--- config.mk ---
export PLATFORM = sky130hd
export DESIGN_NAME = ysyx_22040237_ifu
export DESIGN_NICKNAME = d
export VERILOG_FILES = /design/src/rtl/ysyx_22040237_ifu.sv
export SDC_FILE = /design/constraint.sdc
export NUM_CORES = 1
export LEC_CHECK = 0
export ABC_AREA = 1
export CORE_UTILIZATION = 46
export DETAILED_ROUTE_END_ITERATION = 8
export PLACE_DENSITY_LB_ADDON = 0.3
export SLEW_MARGIN = 20
export SYNTH_ARGS = -nofsm -noshare
export SYNTH_HDL_FRONTEND = slang
export SYNTH_SLANG_ARGS = --single-unit
--- constraint.sdc ---
create_clock -name clk -period 2.1 [get_ports clk]
set_input_delay 0.525 -clock clk [delete_from_list [all_inputs] [get_ports clk]]
set_output_delay 0.525 -clock clk [all_outputs]
set_load 0.01 [all_outputs]
--- src/rtl/ysyx_22040237_ifu.sv ---
// Instruction fetch unit: issues one valid/ready imem read per PC and holds the result for decode.
// Latency: request in cycle t, response at t+1 or later, instruction valid one cycle after the response.
// Backpressure: request valid/address stay fixed until accepted; a held instruction waits for inst_ready_i.
module ysyx_22040237_ifu #(
  parameter int ADDR_W = 64,
  parameter int INST_W = 32
) (
  input  logic              clk,
  input  logic              rst,
  input  logic [ADDR_W-1:0] pc_i,
  input  logic              flush_i,
  output logic              pc_advance_o,
  output logic              imem_req_valid_o,
  input  logic              imem_req_ready_i,
  output logic [ADDR_W-1:0] imem_req_addr_o,
  input  logic              imem_rsp_valid_i,
  input  logic [INST_W-1:0] imem_rsp_data_i,
  input  logic              imem_rsp_err_i,
  output logic              inst_valid_o,
  input  logic              inst_ready_i,
  output logic [INST_W-1:0] inst_o,
  output logic [ADDR_W-1:0] inst_pc_o,
  output logic              inst_fault_o
);

  localparam logic [1:0] S_IDLE = 2'd0;
  localparam logic [1:0] S_REQ  = 2'd1;
  localparam logic [1:0] S_WAIT = 2'd2;
  localparam logic [1:0] S_HOLD = 2'd3;

  logic [1:0]        state_q,    state_d;
  logic              drop_q,     drop_d;      // response of the outstanding request must be discarded
  logic              first_q,    first_d;     // first cycle in REQ: address comes straight from pc_i
  logic [ADDR_W-1:0] req_addr_q, req_addr_d;
  logic [INST_W-1:0] inst_q,     inst_d;
  logic [ADDR_W-1:0] inst_pc_q,  inst_pc_d;
  logic              fault_q,    fault_d;

  logic misaligned;
  logic req_vld;

  // Request handshake and decode-side outputs derived from the current state
  always_comb begin
    misaligned       = (pc_i[1:0] != 2'b00);
    // A misaligned PC never reaches memory; it is reported as a fault instead
    req_vld          = (state_q == S_REQ) && !(first_q && misaligned);
    imem_req_valid_o = req_vld;
    imem_req_addr_o  = req_vld ? (first_q ? pc_i : req_addr_q) : '0;
    inst_valid_o     = (state_q == S_HOLD);
    pc_advance_o     = (state_q == S_HOLD) && inst_ready_i && !flush_i;
    inst_o           = inst_q;
    inst_pc_o        = inst_pc_q;
    inst_fault_o     = fault_q;
  end

  // Next-state logic; flush_i takes priority over any simultaneous event
  always_comb begin
    state_d    = state_q;
    drop_d     = drop_q;
    first_d    = first_q;
    req_addr_d = req_addr_q;
    inst_d     = inst_q;
    inst_pc_d  = inst_pc_q;
    fault_d    = fault_q;
    case (state_q)
      S_IDLE: begin
        state_d = S_REQ;
        first_d = 1'b1;
      end
      S_REQ: begin
        if (first_q) req_addr_d = pc_i;
        if (first_q && misaligned) begin
          // On flush nothing was issued, so simply retry at the jump target
          if (!flush_i) begin
            inst_d    = '0;
            inst_pc_d = pc_i;
            fault_d   = 1'b1;
            state_d   = S_HOLD;
          end
        end else begin
          first_d = 1'b0;
          // A request once raised must complete; a flush only marks its response stale
          if (flush_i) drop_d = 1'b1;
          if (imem_req_ready_i) state_d = S_WAIT;
        end
      end
      S_WAIT: begin
        if (imem_rsp_valid_i) begin
          if (drop_q || flush_i) begin
            drop_d  = 1'b0;
            first_d = 1'b1;
            state_d = S_REQ;
          end else begin
            inst_d    = imem_rsp_err_i ? '0 : imem_rsp_data_i;
            inst_pc_d = req_addr_q;
            fault_d   = imem_rsp_err_i;
            state_d   = S_HOLD;
          end
        end else if (flush_i) begin
          drop_d = 1'b1;
        end
      end
      S_HOLD: begin
        if (flush_i || inst_ready_i) begin
          first_d = 1'b1;
          state_d = S_REQ;
        end
      end
      default: state_d = S_IDLE;
    endcase
  end

  // State registers with synchronous reset
  always_ff @(posedge clk) begin
    if (rst) begin
      state_q    <= S_IDLE;
      drop_q     <= 1'b0;
      first_q    <= 1'b0;
      req_addr_q <= '0;
      inst_q     <= '0;
      inst_pc_q  <= '0;
      fault_q    <= 1'b0;
    end else begin
      state_q    <= state_d;
      drop_q     <= drop_d;
      first_q    <= first_d;
      req_addr_q <= req_addr_d;
      inst_q     <= inst_d;
      inst_pc_q  <= inst_pc_d;
      fault_q    <= fault_d;
    end
  end

endmodule

==> results.md, run 1 <==
* Setup Skew at 0.0112 ns
* Synth cell count leaders: nor2_1 (395), nand2_1 (295), dfxtp_1 (165), o21ai_0 (70), a21oi_1 (69)
* Cell variety after synth at 19
* Max Root-Sink Buffers at 2
* Post-synth top area cell: dfxtp_1
* Status: complete, but fails checks
* Ranking of synthesized cells by area: dfxtp_1 (42%), nor2_1 (19%), nand2_1 (14%), mux2i_1 (8.2%), o21ai_0 (4.5%)
* Root buffer cell: clkbuf_16
* Largest net degree at the start of global routing at 67
* Final hold vios at 0
* Power per cell area at 1610 nW/um2
* Die area at 17500 um2
* Critical Path Source Type: flip-flop
* Layout area overhead at 60.8%
* Total gr overflow at 0
* Total power at 20.2 mW
* Final Worst Setup Slack at -0.258 ns
* Crit end category: output pin
* Worst EP required at 1.57 ns
* Layout cells sized above 1 at 0.211
* Worst min path class: reg -> reg
* Async set or reset register ratio after synthesis at 0
* Min Clock Period, post-route at 2.36 ns
* Util after Layout at 0.757
* Core ar. at 16600 um2
* Clock share of power at 0.156
* Crit path kind: reg -> out
* ANT nets after route at 0
* Die X at 132 um
* TritonRoute pass-1 iters at 5
* CTS buffer count at 17
* R2R setup slack at 0.10 ns
* Worst r2r dst: inst_pc_o[58]$_SDFFE_PP0P_
* Crit path launch: state_q[1]$_SDFFE_PP0P_
* Initial antenna violation count at 0
* PortBufs at 266
* EDFF count, synth at 0
* Flop pwr share at 0.233
* DRT Wirelength at 27300 um
* Max-cap violations at 0
* Sw frac at 0.426
* Fmax at 424 MHz
* Via/cell ratio at 5.17
* Worst slew pin tran at 0.804 ns
* Critical Path AT at 1.83 ns
* Placed Area at 11200 um2
* FP Rows at 47
* Fin nets at 1615
* H-tree depth at 4
* Post-synth top flop: dfxtp_1
* Worst Reg-to-Reg Cells at 13
* Sum Neg Setup Slack at -9.86 ns
* Cell area after synthesis at 7810 um2
* CTS tree: built
* Worst vdd ir at 889 uV
* Via Count at 8999
* Tcrit/Tclk final at 1.12
* Pre-CTS setup slack at -0.503 ns
* Synth top area share at 0.423
* Failing checks: setup timing
* Io pins at 267
* P_leak at 5.27 nW
* Detailed placement HPWL at 15900 um
* Clk_lat worst skew at 0.43 ns
* Pins Over Slew Limit at 0
* Syn_area_per_cell at 6.64 um2
* CTS sink count at 165
* DR WL/cell at 15.7 um
* Post-Synthesis Net Count at 1282
* Yosys reg bits at 165
* Slew headroom at 0.464
* Switch Pwr at 8.60 mW
* Post-synthesis sequential area ratio at 0.423
* Drt drc at 0
* Initial Util at 0.471
* Crit path max fanout at 7
* Syn Inst Count at 1176
* Die H at 132 um
* Overall Global Routing Usage at 0.288
* First-pass GRT wire length at 40500 um
* Critical R2R Launch: state_q[1]$_SDFFE_PP0P_
* Clk pin slew, worst setup/hold paths at 0.07 ns
* Design area at 12600 um2
* Logic pwr share at 0.611
* Syn. warnings at 0
* Number of global-route vias before repair at 8109
* Hold_buf cts at 0
* Count leader, synth: nor2_1
* RSZ-0062 raised after global routing: true
* # diodes at 0
* Int Pwr at 11.6 mW
* DR iter-0 viols at 670
* Finish-stage setup viols at 65
* CP Capture Point: imem_req_addr_o[55]
* GP Congestion at 0.823
-- through the flow --
stage	std cells	hold slack, ns
final	1742	0.479
after global routing	1742	0.494
after CTS	1724	0.478
after detailed placement	1655	0.468
after global placement	1655	0.460
after floorplan	1176	0.454
-- sequential cells by signal, indices dropped and copies added (netlist names) --
signal and flops:
req_addr_q 64, first_q 1, inst_fault_o 1, inst_pc_o 64, inst_o 32, state_q 2
drop_q 1
-- critical path, cell delays in order (launching register included) --
cell,delay [ns]
dfxtp_2,0.33
inv_2,0.07
ha_4,0.17
clkinv_8,0.08
buf_12,0.15
buf_12,0.15
nor2_4,0.11
o21ai_2,0.08
nor2_1,0.12
buf_2,0.15
-- what timing repair did --
action / in CTS / in global routing
pin swaps: 12 / 29
hold endpoints to repair: 0 / 0
gates resized for setup: 359 / 87
setup buffers: 34 / 22
setup endpoints to repair: 67 / 68
gates cloned: 3 / 3
-- final cells by class --
cell class	instances	area, um2
Clock inverter	11	115
Clock buffer	21	480
Fill cell	1225	4030
Sequential cell	165	3310
Tap cell	220	275
Timing Repair Buffer	395	3820
Multi-Input combinational cell	910	4460
Inverter	20	93.8
-- metal layers --
layer	routed length [um]	vias to the layer above	GRT usage	part of all wire
li1	-	4365	-	-
met1	10800	4185	0.346	0.40
met2	13700	395	0.504	0.50
met3	2080	54	0.0619	0.076
met4	664	0	0.106	0.024
met5	0	-	0	0
-- cells by family after synthesis --
| family | synth area share |
|---|---|
| buffers and inverters | 0.0583 |
| AND/OR/NAND/NOR | 0.342 |
| adder cells (fa/ha/maj) | 0.00481 |
| flip-flops | 0.423 |
| AO/OA/AOI/OAI | 0.0901 |
| multiplexers | 0.0821 |
-- how the worst min path moves through the flow --
stage	startpoint	end	slack, ns	depth (start not counted)
global route	req_addr_q[13]$_SDFFE_PP0N_	req_addr_q[13]$_SDFFE_PP0N_	0.49	2
CTS	req_addr_q[61]$_SDFFE_PP0N_	req_addr_q[61]$_SDFFE_PP0N_	0.48	2
global placement	inst_pc_o[1]$_SDFFE_PP0P_	inst_pc_o[1]$_SDFFE_PP0P_	0.46	2
detailed placement	req_addr_q[61]$_SDFFE_PP0N_	req_addr_q[61]$_SDFFE_PP0N_	0.47	2
finish	inst_pc_o[21]$_SDFFE_PP0P_	inst_pc_o[21]$_SDFFE_PP0P_	0.48	2
floorplan	drop_q$_SDFFE_PP0P_	drop_q$_SDFFE_PP0P_	0.45	2
-- placed cells by master (no fill, tap or decap), types with 5 or more instances in the layout --
master,instances
a21oi_1,67
buf_12,22
buf_2,51
buf_4,97
clkbuf_16,20
clkdlybuf4s15_2,13
clkdlybuf4s50_1,196
dfxtp_1,162
inv_1,15
inv_6,5
mux2i_1,64
nand2_1,289
nand3_1,7
nor2_1,356
nor2_2,20
nor2_4,21
o21ai_0,8
o21ai_1,30
o21ai_2,31
-- power by group through the flow --
| stage | combinational (mW) | clock, mW | sequential, mW |
|---|---|---|---|
| after floorplan | 5.83 | 0 | 4.84 |
| after global placement | 10.1 | 0 | 4.65 |
| after detailed placement | 10.3 | 0 | 4.69 |
| after CTS | 11.2 | 3.18 | 4.65 |
| after global routing | 13.4 | 3.31 | 4.79 |
| final | 12.3 | 3.15 | 4.70 |
(Power assumes the default switching activity.)
==> run 2, diff against run 1 <==
REMOVE_ABC_BUFFERS = 1   (was default)
==> run 2 against run 1 <==
Effect of this change:
- the run still ends with setup timing left
- critical path depth is the same
- non-clock buffer count grew 49
- die area is the same
- count of clock-buffer cells in the layout shrank 2
- maximum frequency shrank 0.24%
- power grew 3.7%
- setup slack lost 0.0057 ns
- via count grew 2.8%
- register-to-register slack lost 0.29 ns
- final area grew 3.0%
- largest cell class unchanged
- highest routed layer unchanged
==> results.md, run 2 (synthesized netlist as in run 1, its figures left out) <==
* Io pins at 267 (unchanged)
* Initial antenna violation count at 0 (unchanged)
* Crit path launch: state_q[1]$_SDFFE_PP0P_ (unchanged)
* Status: complete, but fails checks (unchanged)
* Tcrit/Tclk final at 1.13 (was 1.12)
* Crit path max fanout at 7 (unchanged)
* Min Clock Period, post-route at 2.36 ns (about the same)
* Worst slew pin tran at 0.818 ns (was 0.804 ns)
* DR WL/cell at 15.8 um (was 15.7 um)
* Int Pwr at 12.0 mW (was 11.6 mW)
* Worst Reg-to-Reg Cells at 16 (was 13)
* Final Worst Setup Slack at -0.263 ns (was -0.258 ns)
* Max Root-Sink Buffers at 2 (unchanged)
* H-tree depth at 4 (unchanged)
* Via Count at 9247 (was 8999)
* TritonRoute pass-1 iters at 5 (unchanged)
* Crit path max-delay family: buffers and inverters (unchanged)
* Switch Pwr at 8.90 mW (was 8.60 mW)
* CTS sink count at 165 (unchanged)
* Number of global-route vias before repair at 8526 (was 8109)
* Most common cell after layout, fill and taps aside: nor2_1 (unchanged)
* Critical Path AT at 1.84 ns (was 1.83 ns)
* Slew headroom at 0.454 (was 0.464)
* CP max stage delay at 0.32 ns (was 0.33 ns)
* Hold_buf cts at 0 (unchanged)
* Drt drc at 0 (unchanged)
* Via/cell ratio at 5.16 (was 5.17)
* ANT nets after route at 0 (unchanged)
* Sw frac at 0.426 (about the same)
* Setup Skew at 0.0181 ns (was 0.0112 ns)
* Largest net degree at the start of global routing at 67 (unchanged)
* DRT Wirelength at 28300 um (was 27300 um)
* Clk pin slew, worst setup/hold paths at 0.07 ns (about the same)
* Most frequent cells in the layout: nor2_1 (342), nand2_1 (294), clkdlybuf4s50_1 (196), dfxtp_1 (162), buf_4 (135) (was nor2_1 (356), nand2_1 (289), clkdlybuf4s50_1 (196), dfxtp_1 (162), buf_4 (97))
* Final non-filler cell total at 1791 (was 1742)
* Initial Util at 0.471 (unchanged)
* Slowest CP cell: dfxtp_2 (unchanged)
* CTS buffer count at 17 (unchanged)
* Root buffer cell: clkbuf_16 (unchanged)
* Die H at 132 um (unchanged)
* Overall Global Routing Usage at 0.305 (was 0.288)
* Hold slack at 0.477 ns (was 0.479 ns)
* Core ar. at 16600 um2 (unchanged)
* Worst r2r dst: req_addr_q[45]$_SDFFE_PP0N_ (was inst_pc_o[58]$_SDFFE_PP0P_)
* Power per cell area at 1620 nW/um2 (was 1610 nW/um2)
* Failing checks: setup timing (unchanged)
* Fmax at 423 MHz (was 424 MHz)
* Critical R2R Launch: state_q[1]$_SDFFE_PP0P_ (unchanged)
* Worst Path Buf+Inv at 5 (unchanged)
* Placed cells at 1679 (was 1655)
* Crit path kind: reg -> out (unchanged)
* Logic pwr share at 0.629 (was 0.611)
* Die area at 17500 um2 (unchanged)
* Placed Area at 11400 um2 (was 11200 um2)
* Worst EP required at 1.57 ns (about the same)
* Pins Over Slew Limit at 0 (unchanged)
* Critical-path cell list: inv_2, ha_4, inv_8, clkbuf_16, buf_4, nor2_2, o21ai_2, nor2_1, buf_2 (was inv_2, ha_4, clkinv_8, buf_12, buf_12, nor2_4, o21ai_2, nor2_1, buf_2)
* Final hold vios at 0 (unchanged)
* CP Capture Point: imem_req_addr_o[37] (was imem_req_addr_o[55])
* First-pass GRT wire length at 42500 um (was 40500 um)
* FP Rows at 47 (unchanged)
* Layout area overhead at 65.6% (was 60.8%)
* PortBufs at 266 (unchanged)
* Critical Path Source Type: flip-flop (unchanged)
* DR iter-0 viols at 633 (was 670)
* Max-cap violations at 0 (unchanged)
* Fin nets at 1665 (was 1615)
* RSZ-0062 raised after global routing: true (unchanged)
* Detailed placement HPWL at 15900 um (about the same)
* CTS tree: built (unchanged)
* Die X at 132 um (unchanged)
* Fillers at 1163 (was 1225)
* GP Congestion at 0.848 (was 0.823)
* Worst min path class: reg -> reg (unchanged)
* Worst vdd ir at 1150 uV (was 889 uV)
* Flop pwr share at 0.225 (was 0.233)
* Crit end category: output pin (unchanged)
* Total gr overflow at 0 (unchanged)
* Clock share of power at 0.146 (was 0.156)
* # diodes at 0 (unchanged)
* Instance count on the critical path at 9 (unchanged)
* Layout cells sized above 1 at 0.243 (was 0.211)
* P_leak at 5.51 nW (was 5.27 nW)
* Finish-stage setup viols at 68 (was 65)
* Design area at 12900 um2 (was 12600 um2)
* R2R setup slack at -0.19 ns (was 0.10 ns)
* Clk_lat worst skew at 0.44 ns (was 0.43 ns)
* Total power at 20.9 mW (was 20.2 mW)
==> run 2: cell count changes in the layout (fill, tap and decap cells not counted), sizes merged <==
cell           change
clkinvlp           +3
dlygate4sd2        +2
clkdlybuf4s15     -13
inv                +3
buf               +61
clkbuf             -3
clkinv             -4
==> run 2: final cells by class <==
| cell class | instances | area [um2] | share of cell area |
|---|---|---|---|
| tap | 220 | 275 | 0.0213 |
| clock buffer | 19 | 443 | 0.0343 |
| sequential | 165 | 3310 | 0.256 |
| clock inverter | 12 | 123 | 0.00948 |
| timing repair buffer | 444 | 4200 | 0.325 |
| multi-input combinational | 910 | 4490 | 0.347 |
| inverter | 20 | 86.3 | 0.00668 |
| timing repair inverter | 1 | 11.3 | 0.000871 |
==> run 2: worst register-to-register path, cell delays in order (launching register included) <==
cell       delay (ns)
dfxtp_2          0.32
inv_2            0.07
ha_4             0.21
inv_8            0.08
clkbuf_16        0.17
buf_6            0.12
nor2_4           0.10
o21ai_2          0.08
buf_4            0.13
buf_4            0.12
buf_4            0.12
buf_4            0.12
buf_4            0.12
buf_4            0.13
buf_4            0.13
buf_4            0.13
a21oi_2          0.10
==> run 2: worst min-delay path by stage <==
stage | depth (start not counted) | slack [ns] | to | start
finish | 2 | 0.48 | req_addr_q[32]$_SDFFE_PP0N_ | req_addr_q[32]$_SDFFE_PP0N_
CTS | 2 | 0.48 | req_addr_q[49]$_SDFFE_PP0N_ | req_addr_q[49]$_SDFFE_PP0N_
global route | 2 | 0.50 | req_addr_q[32]$_SDFFE_PP0N_ | req_addr_q[32]$_SDFFE_PP0N_
detailed placement | 2 | 0.47 | req_addr_q[49]$_SDFFE_PP0N_ | req_addr_q[49]$_SDFFE_PP0N_
global placement | 2 | 0.46 | inst_pc_o[45]$_SDFFE_PP0P_ | inst_pc_o[45]$_SDFFE_PP0P_
floorplan | 2 | 0.45 | drop_q$_SDFFE_PP0P_ | drop_q$_SDFFE_PP0P_
==> run 2: metal layers <==
layer | GRT usage | up-vias | wire, um
met1 | 0.356 | 4319 | 11300
met4 | 0.148 | 0 | 995
met3 | 0.0634 | 85 | 1840
met2 | 0.533 | 366 | 14200
li1 | - | 4477 | -
met5 | 0 | - | 0
==> run 2: stage by stage <==
step | setup WS (ns) | util | TNS, ns
2_1_floorplan | -2.81 | - | -371.90
3_3_place_gp | -0.413 | 0.685 | -42.43
3_5_place_dp | -0.479 | 0.685 | -48.63
4_1_cts | -0.222 | 0.762 | -8.05
5_1_grt | -0.329 | 0.780 | -15.77
6_report | -0.263 | 0.780 | -10.12
==> run 2: power groups by stage <==
stage | clock network [mW] | logic, mW | registers [mW]
finish | 3.05 | 13.2 | 4.71
detailed placement | 0 | 10.5 | 4.69
floorplan | 0 | 5.06 | 5.35
global placement | 0 | 10.3 | 4.64
global route | 3.21 | 14.2 | 4.81
CTS | 3.05 | 12.2 | 4.66
==> run 2: timing repair <==
action,in CTS,in global routing
pin swaps,11,11
resized for setup,407,63
buffers inserted,65,7
cloned,8,2
setup endpoints to repair,67,70
==> run 3, diff against run 2 <==
CORE_ASPECT_RATIO = 1.75   (was default)
SLEW_MARGIN = default   (was 20)
==> run 3 against run 2 <==
Effect of this change:
- the flow still finishes with violations (setup timing)
- sequential share of layout area fell by 0.46 points
- count of clock-buffer cells in the layout fell by 1
- combinational power rose by 6%
- final cell count fell by 0.67%
- hold slack improved by 0.0038 ns
- maximum frequency rose by 0.61%
- first-iteration DRC count fell by 28%
- critical path type unchanged
- critical endpoint is now imem_req_addr_o[19]
- highest routed layer unchanged
==> results.md, run 3 (synthesized netlist as in run 1, its figures left out) <==
* Status: complete, but fails checks (unchanged)
* Failing checks: setup timing (unchanged)
* Util after Layout at 0.797 (was 0.780)
* Layout cells sized above 1 at 0.250 (was 0.243)
* Max-cap violations at 0 (unchanged)
* Finish-stage setup viols at 63 (was 68)
* Crit path max-delay family: buffers and inverters (unchanged)
* Worst EP required at 1.57 ns (about the same)
* Worst Path Buf+Inv at 5 (unchanged)
* Root buffer cell: clkbuf_16 (unchanged)
* Via Count at 9280 (was 9247)
* Critical Path Source Type: flip-flop (unchanged)
* Final non-filler cell total at 1779 (was 1791)
* Most frequent CP cell: buf_12
* Overall Global Routing Usage at 0.291 (was 0.305)
* DRT Wirelength at 29400 um (was 28300 um)
* Power per cell area at 1660 nW/um2 (was 1620 nW/um2)
* Worst Hold Endpoint: inst_pc_o[51]$_SDFFE_PP0P_ (was req_addr_q[32]$_SDFFE_PP0N_)
* Hold Path Cell Cnt at 2 (unchanged)
* Die H at 174 um (was 132 um)
* Crit path kind: reg -> out (unchanged)
* Core ar. at 16500 um2 (was 16600 um2)
* CP max stage delay at 0.32 ns (about the same)
* H-tree depth at 4 (unchanged)
* Io pins at 267 (unchanged)
* Worst min path class: reg -> reg (unchanged)
* Critical Path AT at 1.82 ns (was 1.84 ns)
* Detailed placement HPWL at 17300 um (was 15900 um)
* Crit end category: output pin (unchanged)
* Min Clock Period, post-route at 2.35 ns (was 2.36 ns)
* DR iter-0 viols at 456 (was 633)
* CTS buffer count at 17 (unchanged)
* Slew headroom at 0.440 (was 0.454)
* CTS sink count at 165 (unchanged)
* R2R setup slack at 0.20 ns (was -0.19 ns)
* Total power at 21.8 mW (was 20.9 mW)
* Fmax at 426 MHz (was 423 MHz)
* Setup Skew at 0.00874 ns (was 0.0181 ns)
* DR WL/cell at 16.5 um (was 15.8 um)
* Fin nets at 1647 (was 1665)
* Initial antenna violation count at 2 (was 0)
* Slowest CP cell: dfxtp_2 (unchanged)
* PortBufs at 266 (unchanged)
* Worst Reg-to-Reg Cells at 11 (was 16)
* FP Rows at 62 (was 47)
* GP Congestion at 0.853 (was 0.848)
* Die area at 17500 um2 (about the same)
* Total gr overflow at 0 (unchanged)
* Most frequent cells in the layout: nor2_1 (335), nand2_1 (289), clkdlybuf4s50_1 (196), dfxtp_1 (162), buf_4 (107) (was nor2_1 (342), nand2_1 (294), clkdlybuf4s50_1 (196), dfxtp_1 (162), buf_4 (135))
* Clk pin slew, worst setup/hold paths at 0.07 ns (about the same)
* Max Root-Sink Buffers at 2 (unchanged)
* Final Worst Setup Slack at -0.249 ns (was -0.263 ns)
* Fillers at 1081 (was 1163)
* Pins Over Slew Limit at 0 (unchanged)
* ANT nets after route at 0 (unchanged)
* Sum Neg Setup Slack at -10.98 ns (was -10.12 ns)
* Placed cells at 1691 (was 1679)
* Tcrit/Tclk final at 1.12 (was 1.13)
* Number of global-route vias before repair at 8612 (was 8526)
* Most common cell after layout, fill and taps aside: nor2_1 (unchanged)
* Largest net degree at the start of global routing at 67 (unchanged)
* Worst vdd ir at 1020 uV (was 1150 uV)
* Critical R2R Launch: state_q[0]$_SDFFE_PP0P_ (was state_q[1]$_SDFFE_PP0P_)
* Initial Util at 0.472 (was 0.471)
* Die X at 100 um (was 132 um)
* First-pass GRT wire length at 40400 um (was 42500 um)
* Worst r2r dst: inst_pc_o[56]$_SDFFE_PP0P_ (was req_addr_q[45]$_SDFFE_PP0N_)
* Drt drc at 0 (unchanged)
* Worst hold start: inst_pc_o[51]$_SDFFE_PP0P_ (was req_addr_q[32]$_SDFFE_PP0N_)
* Crit path max fanout at 7 (unchanged)
* Via/cell ratio at 5.22 (was 5.16)
* P_leak at 5.53 nW (was 5.51 nW)
* Clk_lat worst skew at 0.43 ns (was 0.44 ns)
* Critical-path cell list: inv_2, ha_4, inv_8, buf_12, buf_12, nor2_4, o21ai_2, nor2_1, buf_2 (was inv_2, ha_4, inv_8, clkbuf_16, buf_4, nor2_2, o21ai_2, nor2_1, buf_2)
* TritonRoute pass-1 iters at 5 (unchanged)
* CTS tree: built (unchanged)
* Layout area overhead at 68.7% (was 65.6%)
* RSZ-0062 raised after global routing: true (unchanged)
* Worst slew pin tran at 0.840 ns (was 0.818 ns)
* Final hold vios at 0 (unchanged)
* Hold_buf cts at 0 (unchanged)
-- run 3: changes by cell type in the layout (fill, tap and decap cells not counted), moves of 5 or more --
cell and change:
nand2_1 -5, nor2_4 +21, o21ai_2 +7, buf_4 -28
nor2_2 -14, buf_12 +12, nand2_2 +5, o21ai_1 -6
o21ai_0 -5, clkbuf_16 +5, nor2_1 -7
-- run 3: how the worst max path moves through the flow --
stage                             from                   endpoint  slack [ns]  cells after the start
2_1_floorplan  state_q[0]$_SDFFE_PP0P_  inst_fault_o$_SDFFE_PP0P_       -2.81                      8
3_3_place_gp                   pc_i[0]        imem_req_addr_o[37]       -0.47                      6
3_5_place_dp                   pc_i[0]        imem_req_addr_o[21]       -0.54                      6
4_1_cts        state_q[1]$_SDFFE_PP0P_        imem_req_addr_o[57]       -0.26                      9
5_1_grt        state_q[1]$_SDFFE_PP0P_        imem_req_addr_o[19]       -0.35                      9
6_report       state_q[1]$_SDFFE_PP0P_        imem_req_addr_o[19]       -0.25                      9
-- run 3: power by group --
group	leakage (nW)	total, mW	switching [mW]	internal, mW
Clock	0.274	3.14	1.44	1.70
Sequential	1.35	4.68	0.582	4.10
Combinational	3.90	14.0	7.32	6.66
-- run 3: layer usage --
layer / track usage / wire, um
met1: 0.286 / 10400
met2: 0.542 / 15600
met3: 0.0483 / 1520
met4: 0.193 / 1910
met5: 0 / 0
-- run 3: stage by stage --
step	instance area (um2)	setup WS [ns]	hold slack, ns
finish	13200	-0.249	0.480
global route	13200	-0.348	0.499
CTS	12300	-0.255	0.476
detailed placement	11500	-0.538	0.465
global placement	11500	-0.470	0.460
floorplan	7430	-2.81	0.448
-- run 3: cell type report --
cell class | count | area [um2] | area share
inverters | 20 | 88.8 | 0.00675
diodes | 2 | 5.00 | 0.000380
multi-input cells | 910 | 4700 | 0.357
clock buffers | 18 | 439 | 0.0334
flip-flops and latches | 165 | 3310 | 0.251
well taps | 224 | 280 | 0.0213
repair buffers | 427 | 4210 | 0.320
clock inverters | 13 | 136 | 0.0104
-- run 3: timing repair --
action	4_1_cts	5_1_grt
buffers inserted	22	35
pin swaps	17	26
cloned	2	7
resized for setup	391	137
endpoints found under the setup margin	67	66
-- run 3: worst min-delay path: stages, from the launching register on --
cell	delay, ns
dfxtp_1	0.32
nor2_1	0.05
nor2_1	0.08
